[src/rtl/prog_mem_arbiter.sv]
// prog_mem_arbiter: round-robin fetch/loader arbiter for the 0x31B0-0x35AF program-memory window
module prog_mem_arbiter #(
    parameter logic [31:0] BASE_ADDR = 32'h0000_31B0,
    parameter logic [31:0] LAST_ADDR = 32'h0000_35AF,
    parameter int          MEM_AW    = 8
) (
    input  logic              clk,
    input  logic              rst,
    input  logic              fetch_req,
    input  logic [31:0]       fetch_addr,
    output logic              fetch_gnt,
    output logic              fetch_valid,
    output logic [31:0]       fetch_rdata,
    output logic              fetch_err,
    input  logic              load_req,
    input  logic [31:0]       load_addr,
    input  logic [31:0]       load_wdata,
    output logic              load_gnt,
    output logic              load_err,
    output logic              mem_cs,
    output logic              mem_we,
    output logic [MEM_AW-1:0] mem_addr,
    output logic [31:0]       mem_wdata,
    input  logic [31:0]       mem_rdata,
    output logic [7:0]        fault_count
);
    typedef enum logic [1:0] {IDLE, ACCESS, RESP} state_t;
    localparam logic [31:0] SPAN = LAST_ADDR - BASE_ADDR;
    state_t      state;
    logic        sel_load, last_load, ok, acc, pick_load;
    logic [31:0] addr_q, wdata_q, off;
    // An address below BASE wraps to a huge offset, so one unsigned compare covers both bounds
    assign off       = addr_q - BASE_ADDR;
    assign ok        = (off <= SPAN) && (off[1:0] == 2'b00);
    assign acc       = state == ACCESS;
    assign pick_load = load_req && (!fetch_req || !last_load);
    assign fetch_gnt   = acc && !sel_load;
    assign load_gnt    = acc && sel_load;
    assign fetch_err   = fetch_gnt && !ok;
    assign load_err    = load_gnt && !ok;
    assign mem_cs      = acc && ok;
    assign mem_we      = mem_cs && sel_load;
    assign mem_addr    = mem_cs ? off[MEM_AW+1:2] : '0;
    assign mem_wdata   = mem_we ? wdata_q : '0;
    assign fetch_valid = state == RESP;
    assign fetch_rdata = fetch_valid ? mem_rdata : '0;
    // Sequencer: capture the winner in IDLE, perform one access cycle, then a read-response cycle for fetches
    always_ff @(posedge clk or posedge rst) begin
        if (rst) begin
            state       <= IDLE;
            sel_load    <= 1'b0;
            last_load   <= 1'b1;
            addr_q      <= '0;
            wdata_q     <= '0;
            fault_count <= '0;
        end else begin
            case (state)
                IDLE: if (fetch_req || load_req) begin
                    sel_load <= pick_load;
                    addr_q   <= pick_load ? load_addr : fetch_addr;
                    wdata_q  <= load_wdata;
                    state    <= ACCESS;
                end
                ACCESS: begin
                    last_load <= sel_load;
                    if (!ok && fault_count != 8'hFF) fault_count <= fault_count + 8'd1;
                    state <= (ok && !sel_load) ? RESP : IDLE;
                end
                default: state <= IDLE;
            endcase
        end
    end
endmodule

[config.mk]
export PLATFORM = sky130hd
export DESIGN_NAME = prog_mem_arbiter
export DESIGN_NICKNAME = d
export VERILOG_FILES = /design/src/rtl/prog_mem_arbiter.sv
export SDC_FILE = /design/constraint.sdc
export NUM_CORES = 1
export LEC_CHECK = 0
export CAP_MARGIN = 20
export CELL_PAD_IN_SITES_DETAIL_PLACEMENT = 1
export CELL_PAD_IN_SITES_GLOBAL_PLACEMENT = 2
export CORE_MARGIN = 8
export CORE_UTILIZATION = 23
export DETAILED_ROUTE_END_ITERATION = 8
export GPL_ROUTABILITY_DRIVEN = 0
export PLACE_DENSITY = 0.84
export SLEW_MARGIN = 20
export SYNTH_ARGS = -nofsm -noshare
export SYNTH_HDL_FRONTEND = slang
export SYNTH_SLANG_ARGS = --single-unit
[constraint.sdc]
create_clock -name clk -period 5.35 [get_ports clk]
set_input_delay 0.535 -clock clk [delete_from_list [all_inputs] [get_ports clk]]
set_output_delay 0.535 -clock clk [all_outputs]
set_load 0.01 [all_outputs]
Yosys cells after proc, flatten, opt, wreduce, memory -nomap -nowiden. Index checks and enable logic that the tools add are counted.

Flip-flop bits (word level): 76. Input port bits: 132. Output and inout bits: 87. Logic and storage cells: 40.

Add/sub/neg operators: 2. $lt $le $gt $ge: 1. Eq/ne operators: 4. Muxes and demuxes: 7. Reductions and logical operators: 20.

Operators by type and width (count): 32-bit 2-to-1 mux (3); 32-bit by 10-bit less-or-equal comparator with 1-bit output (second input constant) (1); 32-bit by 14-bit subtractor with 32-bit output (second input constant) (1); 1-bit logical AND (10); 8-bit by 1-bit adder with 8-bit output (second input constant) (1); 8-bit 2-to-1 mux (1); 8-bit inequality test (second input constant) (1); 1-bit logical NOT (4); 2-bit logical NOT (2); 2-bit 2-to-1 mux (2); 2-bit one-hot mux with 2 select lines (1); 2-bit AND reduction (2); 2-bit by 1-bit == test with 1-bit output (second input constant) (1); 2-bit == test (second input constant) (1); 1-bit logical OR (2); 2-bit inequality test (second input constant) (1).

Logic depth before layout (Yosys ltp). Gate-level depths: netlist (run 1).

Word-level depth: 6. Gate-level depth with buffers: 9. Mapped depth without buffers: 8.

Least setup slack after synthesis (run 1). No wires, ideal clock.

Kind: reg2out. Start point: reg addr_q[4]. End point: out mem_addr[4]. Arrival: 2719 ps. Required time: 4815 ps. Setup slack: 2096 ps. Cell stages (with the launch flop): 10. Buffers on the path: 1. Cells stage by stage: dfrtp_1 ha_1 o211ai_2 a21oi_1 or4_1 a21o_1 a2111o_1 or2_1 buf_2 nor2_1.

Longest elaborated chain between the ends: 5.

Ends and longest elaborated chain: start, declared (RTL line 31) `logic [31:0] addr_q, wdata_q, off;`; start signal, assigned (RTL line 60) `addr_q <= pick_load ? load_addr : fetch_addr;`; 32-bit by 14-bit subtractor with 32-bit output (*) (RTL line 33) `assign off = addr_q - BASE_ADDR;`; 32-bit by 10-bit less-or-equal comparator with 1-bit output (RTL line 34) `assign ok = (off <= SPAN) && (off[1:0] == 2'b00);`; 1-bit logical AND (RTL line 34); 1-bit logical AND (RTL line 41) `assign mem_cs = acc && ok;`; 8-bit 2-to-1 mux (*) (RTL line 43) `assign mem_addr = mem_cs ? off[MEM_AW+1:2] : '0;`; end, declared (RTL line 22) `output logic [MEM_AW-1:0] mem_addr,`.

Mark *: on every way between the ends. The rest lies on a longest branch, timed or not.

Worst setup path in the final report (run 1).
Start point: reg addr_q[9]. End point: out mem_wdata[12].

Longest elaborated chain between the ends: 6.

Ends and longest elaborated chain: 32-bit by 14-bit subtractor with 32-bit output (RTL line 33); 32-bit by 10-bit less-or-equal comparator with 1-bit output (RTL line 34); 1-bit logical AND (RTL line 34); 1-bit logical AND (RTL line 41); 1-bit logical AND (RTL line 42) `assign mem_we = mem_cs && sel_load;`; 32-bit 2-to-1 mux (RTL line 44) `assign mem_wdata = mem_we ? wdata_q : '0;`; end, declared (RTL line 23) `output logic [31:0] mem_wdata,`.

No other way between the ends.

==> results of run 1 <==
[registers in the layout, summed over array words and instances (netlist names)]
name and flops:
last_load 1, wdata_q 32, sel_load 1, fault_count 8
addr_q 32, state 2
[path summary, 6_finish.rpt]
check / start / endpoint / slack [ns] / cells past startpoint
max in group asynchronous: rst / fault_count[3]$_DFFE_PP0P_ / 4.15 / 3
setup reg to reg: addr_q[9]$_DFFE_PP0P_ / fault_count[1]$_DFFE_PP0P_ / 2.10 / 7
hold reg to reg: addr_q[2]$_DFFE_PP0P_ / addr_q[2]$_DFFE_PP0P_ / 0.48 / 2
setup / recovery: addr_q[9]$_DFFE_PP0P_ / mem_wdata[12] / 0.93 / 8
min in group asynchronous: rst / addr_q[2]$_DFFE_PP0P_ / 0.72 / 3
hold / removal: addr_q[2]$_DFFE_PP0P_ / addr_q[2]$_DFFE_PP0P_ / 0.48 / 2
[metal layers]
layer	vias up	wire [um]	GRT usage, %
met5	-	0	0
met4	0	136	3.09
met3	12	1110	5.05
met2	118	8420	24.8
met1	2030	7010	16.2
li1	2038	-	-
[per-stage QoR]
stage	area (um^2)	total power, mW	instances	utilization [%]
4_1_cts	7030	2.14	934	38.9
3_3_place_gp	6680	1.37	918	36.9
6_report	7040	2.11	934	38.9
3_5_place_dp	6680	1.40	918	36.9
5_1_grt	7040	2.22	934	38.9
2_1_floorplan	4260	1.11	493	-
[final cells by class]
class                   instances  area, um^2  share of cell area, %
clock inverters                 4        95.1                   1.35
flip-flops and latches         76        1900                   27.0
inverters                      10        38.8                  0.551
repair buffers                223        2220                   31.6
multi-input cells             380        2230                   31.7
well taps                     229         287                   4.07
clock buffers                  12         256                   3.65
[cells by family (layout without fill, tap and decap cells)]
| family | count (synthesis) | count (layout) | share of synthesized area [%] |
|---|---|---|---|
| AOI/OAI and AO/OA | 64 | 64 | 10.0 |
| xor gates and xnor gates | 13 | 13 | 2.67 |
| adders and majority gates | 3 | 3 | 0.882 |
| buffers and inverters | 37 | 249 | 3.38 |
| DFF | 76 | 76 | 44.7 |
| muxes | 35 | 35 | 8.37 |
| and+or+nand+nor | 265 | 265 | 29.9 |
[where the power goes]
group / internal (mW) / total (mW) / switching, mW
clock network: 0.481 / 0.719 / 0.239
logic: 0.281 / 0.551 / 0.270
registers: 0.700 / 0.834 / 0.134
[cell usage after synthesis, types with 2 or more instances]
master and number:
o211ai_1 2, xnor2_1 4, clkbuf_1 21, a21oi_1 3, dfrtp_1 75, nand4_1 4
and3_1 3, buf_2 2, nor2_2 2, a31oi_1 2, a211oi_1 3, nor2_1 18
buf_1 2, mux2i_1 33, nand2_1 140, inv_1 9, nor3_1 9, o21ai_0 36
or3_1 3, a21o_1 2, and2_1 66, nor2b_1 3, nand3_1 7, xor2_1 9
ha_1 3, clkbuf_2 2
[worst min-delay path, cell delays in order, from the launching register on]
cell	delay [ns]
dfrtp_1	0.34
nand2_1	0.05
o21ai_0	0.06
==> results.md, run 1 <==
- Run status: complete, no violations
- CP delay by family, top: compound AO/OA/AOI/OAI gates
- TritonCTS Buffers: 9
- Mapped Avg Cell Area: 8.64 um^2
- Most frequent cells in the layout: 218 x clkdlybuf4s50_1, 140 x nand2_1, 75 x dfrtp_1, 66 x and2_1, 36 x o21ai_0
- Worst setup EP type: output pin
- Port Buffers: 218
- Final setup vio count: 0
- Setup TNS: 0 ns
- Fmax: 226 MHz
- Hold-fix buffer count after cts: 0
- CTS resizes: 0
- Cells after Synth: 493
- Synth async-reset ratio: 100%
- Crit-path max FO: 33
- Critical path class: reg2out
- Initial cell density of the core: about a quarter
- Mapped cell area: 0.00426 mm^2
- Max clock buf depth: 2
- Clk_skew: approximately 0.0080 ns
- Via density per instance: 4.49
- Leakage power: between 3 and 4 nW
- Yosys top cell area share: around 44%
- Final wirelength: 16,700 um
- Clock latency on the worst-skew pair: 0.34 ns
- Die area: 0.0231 mm^2
- Net Count, Synth: 628
- Hold WC Path Type: reg2reg
- Place WS: 1.26 ns
- PnR worst setup slack: 0.928 ns
- Final Hold Vio Count: 0
- Synth cell types: 56
- CP cell instances: o311ai_0 -> o21ai_0 -> o32a_1 -> a2111o_1 -> nor2_2 -> buf_4 -> and2_1 -> clkdlybuf4s50_1
- Cell types occupying the most area after synthesis: dfrtp_1 44%, nand2_1 12%, and2_1 9.7%
- Chip height: 152 um
- Slew @ Worst Pin: 0.931 ns
- Clock root buffer: clkbuf_16
- Post-CTS Setup Bufs: 0
- Core area: approximately 0.018 mm^2
- # rows: 49
- CP Buf/Inv Count: 2
- Initial antenna violation count: 0
- DR pass1 iterations: 4
- Final Critical Period: roughly 4.4 ns
- GR Util All Layers: 14.2%
- FILL cells: 2,054
- CTS tree: yes
- Crit share post-route: around 83%
- #FFs+latches synth: 76
- Detailed-route via count: 4,198
- Ys flop type: dfrtp_1
- Largest net degree at the start of global routing: 98
- Worst vdd ir: 0.145 mV
- Layout area overhead: 65.3%
- Drt drc: 0
- Die X: 152 um
- Power Density: 299 mW/mm^2
- DP HPWL: approximately 13,000 um
- First-pass GRT wire length: 26,300 um
- Synth area leader: dfrtp_1
- Warnings, synthesis: 0
- Worst setup SP type: flip-flop
- CP arrival: 3.89 ns
- Sink Count: 76
- H-Tree Depth: 3
- Sequential area share after synthesis: 44.7%
- EDFF count, synth: 0
- CTS clk-pin slew, worst paths: 0.06 ns
- Slew margin rel.: between 30% and 40%
- Commonest non-fill, non-tap cell in the layout: clkdlybuf4s50_1
- Hold Slack: 0.483 ns
- I/O pin total: 219
- NumNets Final: around 840
- Fin. max-slew vios: 0
- # diodes: 0
- Max Cap Violations: 0
- Vias in the first global route: about 4,700
- Critical Path RT: around 4.8 ns
- DR iter-0 viols: 203
- Crit-path max cell delay: 0.59 ns
- Crit-path slowest cell: o311ai_0
- Layout cells sized above 1: 5.11%
- Grt ovf: 0
- RSZ-0062 raised after global routing: false
- Wire per inst: around 18 um
- Antenna viol nets, final: 0
No activity file was read; power rests on OpenSTA's default activity.
==> run 2: changes to the inputs <==
CORE_UTILIZATION = 22   (was 23)
PLACE_DENSITY = 0.8   (was 0.84)
clock period = 4.6 ns   (was 5.35 ns; I/O delays follow)
==> results.md, run 2 (synthesis gave the netlist of run 1 again) <==
- TritonCTS Buffers: 9
- Via density per instance: between 4 and 5
- Biggest regs: addr_q (32), wdata_q (32), fault_count (8)
- Initial antenna violation count: 2
- Hold Startpoint: wdata_q[25]$_DFFE_PP0P_
- Clock latency on the worst-skew pair: 0.34 ns
- R2r endpoint: fault_count[1]$_DFFE_PP0P_
- Final setup vio count: 0
- Comb pwr share: 27.1%
- Fmax: 232 MHz
- Sink Count: between 70 and 80
- Vias in the first global route: 4,571
- First-pass GRT wire length: 25,700 um
- Finished Layout Cells: 970
- Most frequent cells in the layout: 218 x clkdlybuf4s50_1, 140 x nand2_1, 75 x dfrtp_1, 66 x and2_1, 35 x o21ai_0
- Initial cell density of the core: 22.2%
- Placed cells: 954
- Critical path class: reg2out
- Final Critical Period: 4.31 ns
- Crit-path max FO: 33
- Antenna viol nets, final: 0
- DR iter-0 viols: 181
- Max Cap Violations: 0
- Placed inst area: slightly below 0.007 mm^2
- I/O pin total: 219
- FILL cells: 2,229
- Critical Path RT: 4.14 ns
- Hold EP: wdata_q[25]$_DFFE_PP0P_
- Core area: 0.0192 mm^2
- CP arrival: 3.85 ns
- Hold-fix buffer count after cts: 0
- Post-CTS Setup Bufs: 0
- R2R Setup Slk: 1.46 ns
- Clock power frac: 31.9%
- NetSw: 0.743 mW
- Internal power: roughly 1.6 mW
- Power Density: 333 mW/mm^2
- Slew margin rel.: 40.5%
- Hold WC Path Type: reg2reg
- Min-Delay Path Depth: 2
- Setup TNS: 0 ns
- Slew @ Worst Pin: 0.892 ns
- Leakage power: ~3.0 nW
- Layout cells sized above 1: 5.11%
- RR Startpoint: addr_q[4]$_DFFE_PP0P_
- Detailed-route via count: 4,169
- Design area: 0.00704 mm^2
- Die X: about 160 um
- Run status: complete, no violations
- CTS tree: yes
- Layout area overhead: 65.4%
- Crit share post-route: 93.7%
- Largest net degree at the start of global routing: 97
- GR Util All Layers: 13.5%
- Clock root buffer: clkbuf_16
- CTS resizes: 0
- NumNets Final: 835
- Worst vdd ir: 0.174 mV
- DP HPWL: approximately 12,000 um
- Drt drc: 0
- Clk_skew: 0.00266 ns
- Wire per inst: 16.5 um
- Grt ovf: 0
- Final wirelength: 16,000 um
- DR pass1 iterations: 4
- Fin. max-slew vios: 0
- Worst setup EP type: output pin
- RSZ-0062 raised after global routing: false
- FF-to-FF path depth: 8
- Sw Ratio: about a third
- Hold Slack: 0.467 ns
- Sequential power share: around 41%
- Worst setup SP type: flip-flop
- H-Tree Depth: 3
- # rows: approximately 50
- CTS clk-pin slew, worst paths: approximately 0.060 ns
- Port Buffers: approximately 220
- Max clock buf depth: 2
- Die area: 0.0241 mm^2
- Final Hold Vio Count: 0
- Chip height: 155 um
- Commonest non-fill, non-tap cell in the layout: clkdlybuf4s50_1
==> run 2: how the worst max path moves through the flow <==
stage	from	end	slack (ns)	cells after the start
6_report	addr_q[4]$_DFFE_PP0P_	mem_wdata[27]	0.29	10
5_1_grt	addr_q[4]$_DFFE_PP0P_	mem_wdata[27]	0.07	10
4_1_cts	addr_q[4]$_DFFE_PP0P_	mem_wdata[27]	0.25	10
3_5_place_dp	addr_q[4]$_DFFE_PP0P_	mem_wdata[24]	0.64	10
3_3_place_gp	addr_q[4]$_DFFE_PP0P_	mem_wdata[12]	0.74	10
2_1_floorplan	addr_q[4]$_DFFE_PP0P_	mem_addr[4]	1.42	9
==> run 2: area by class of cell <==
cell class	count	area (um^2)	area share, %
multi-input cells	380	2230	31.7
repair buffers	223	2220	31.5
clock inverters	3	45.0	0.640
diodes	1	2.50	0.0355
well taps	265	332	4.71
inverters	10	38.8	0.551
flip-flops and latches	76	1900	27.0
clock buffers	12	267	3.79
==> run 2: worst max-delay path, stage by stage, from the launching register on <==
cell	delay (ns)
dfrtp_1	0.44
ha_1	0.29
o211ai_2	0.20
a21oi_1	0.18
or4_1	0.55
a21o_1	0.23
a2111o_1	0.46
nor2_2	0.11
buf_4	0.29
and2_1	0.19
clkdlybuf4s50_1	0.55
==> run 2: stage by stage <==
stage,setup slack [ns],total power [mW],util (%)
finish,0.290,2.35,36.7
global route,0.0735,2.50,36.6
CTS,0.246,2.39,36.6
detailed placement,0.643,1.62,35.0
global placement,0.745,1.60,35.0
floorplan,1.42,1.29,-
==> run 2: layer usage <==
metal / track usage (%) / wire length [um]
met1: 15.5 / 6710
met4: 3.59 / 197
met3: 6.21 / 1390
met2: 22.3 / 7720
met5: 0 / 16
==> run 2: power by group through the flow <==
stage	clock (mW)	combinational [mW]	sequential, mW
floorplan	0	0.362	0.929
CTS	0.778	0.652	0.964
detailed placement	0	0.649	0.971
finish	0.748	0.635	0.963
global route	0.801	0.713	0.988
global placement	0	0.630	0.968
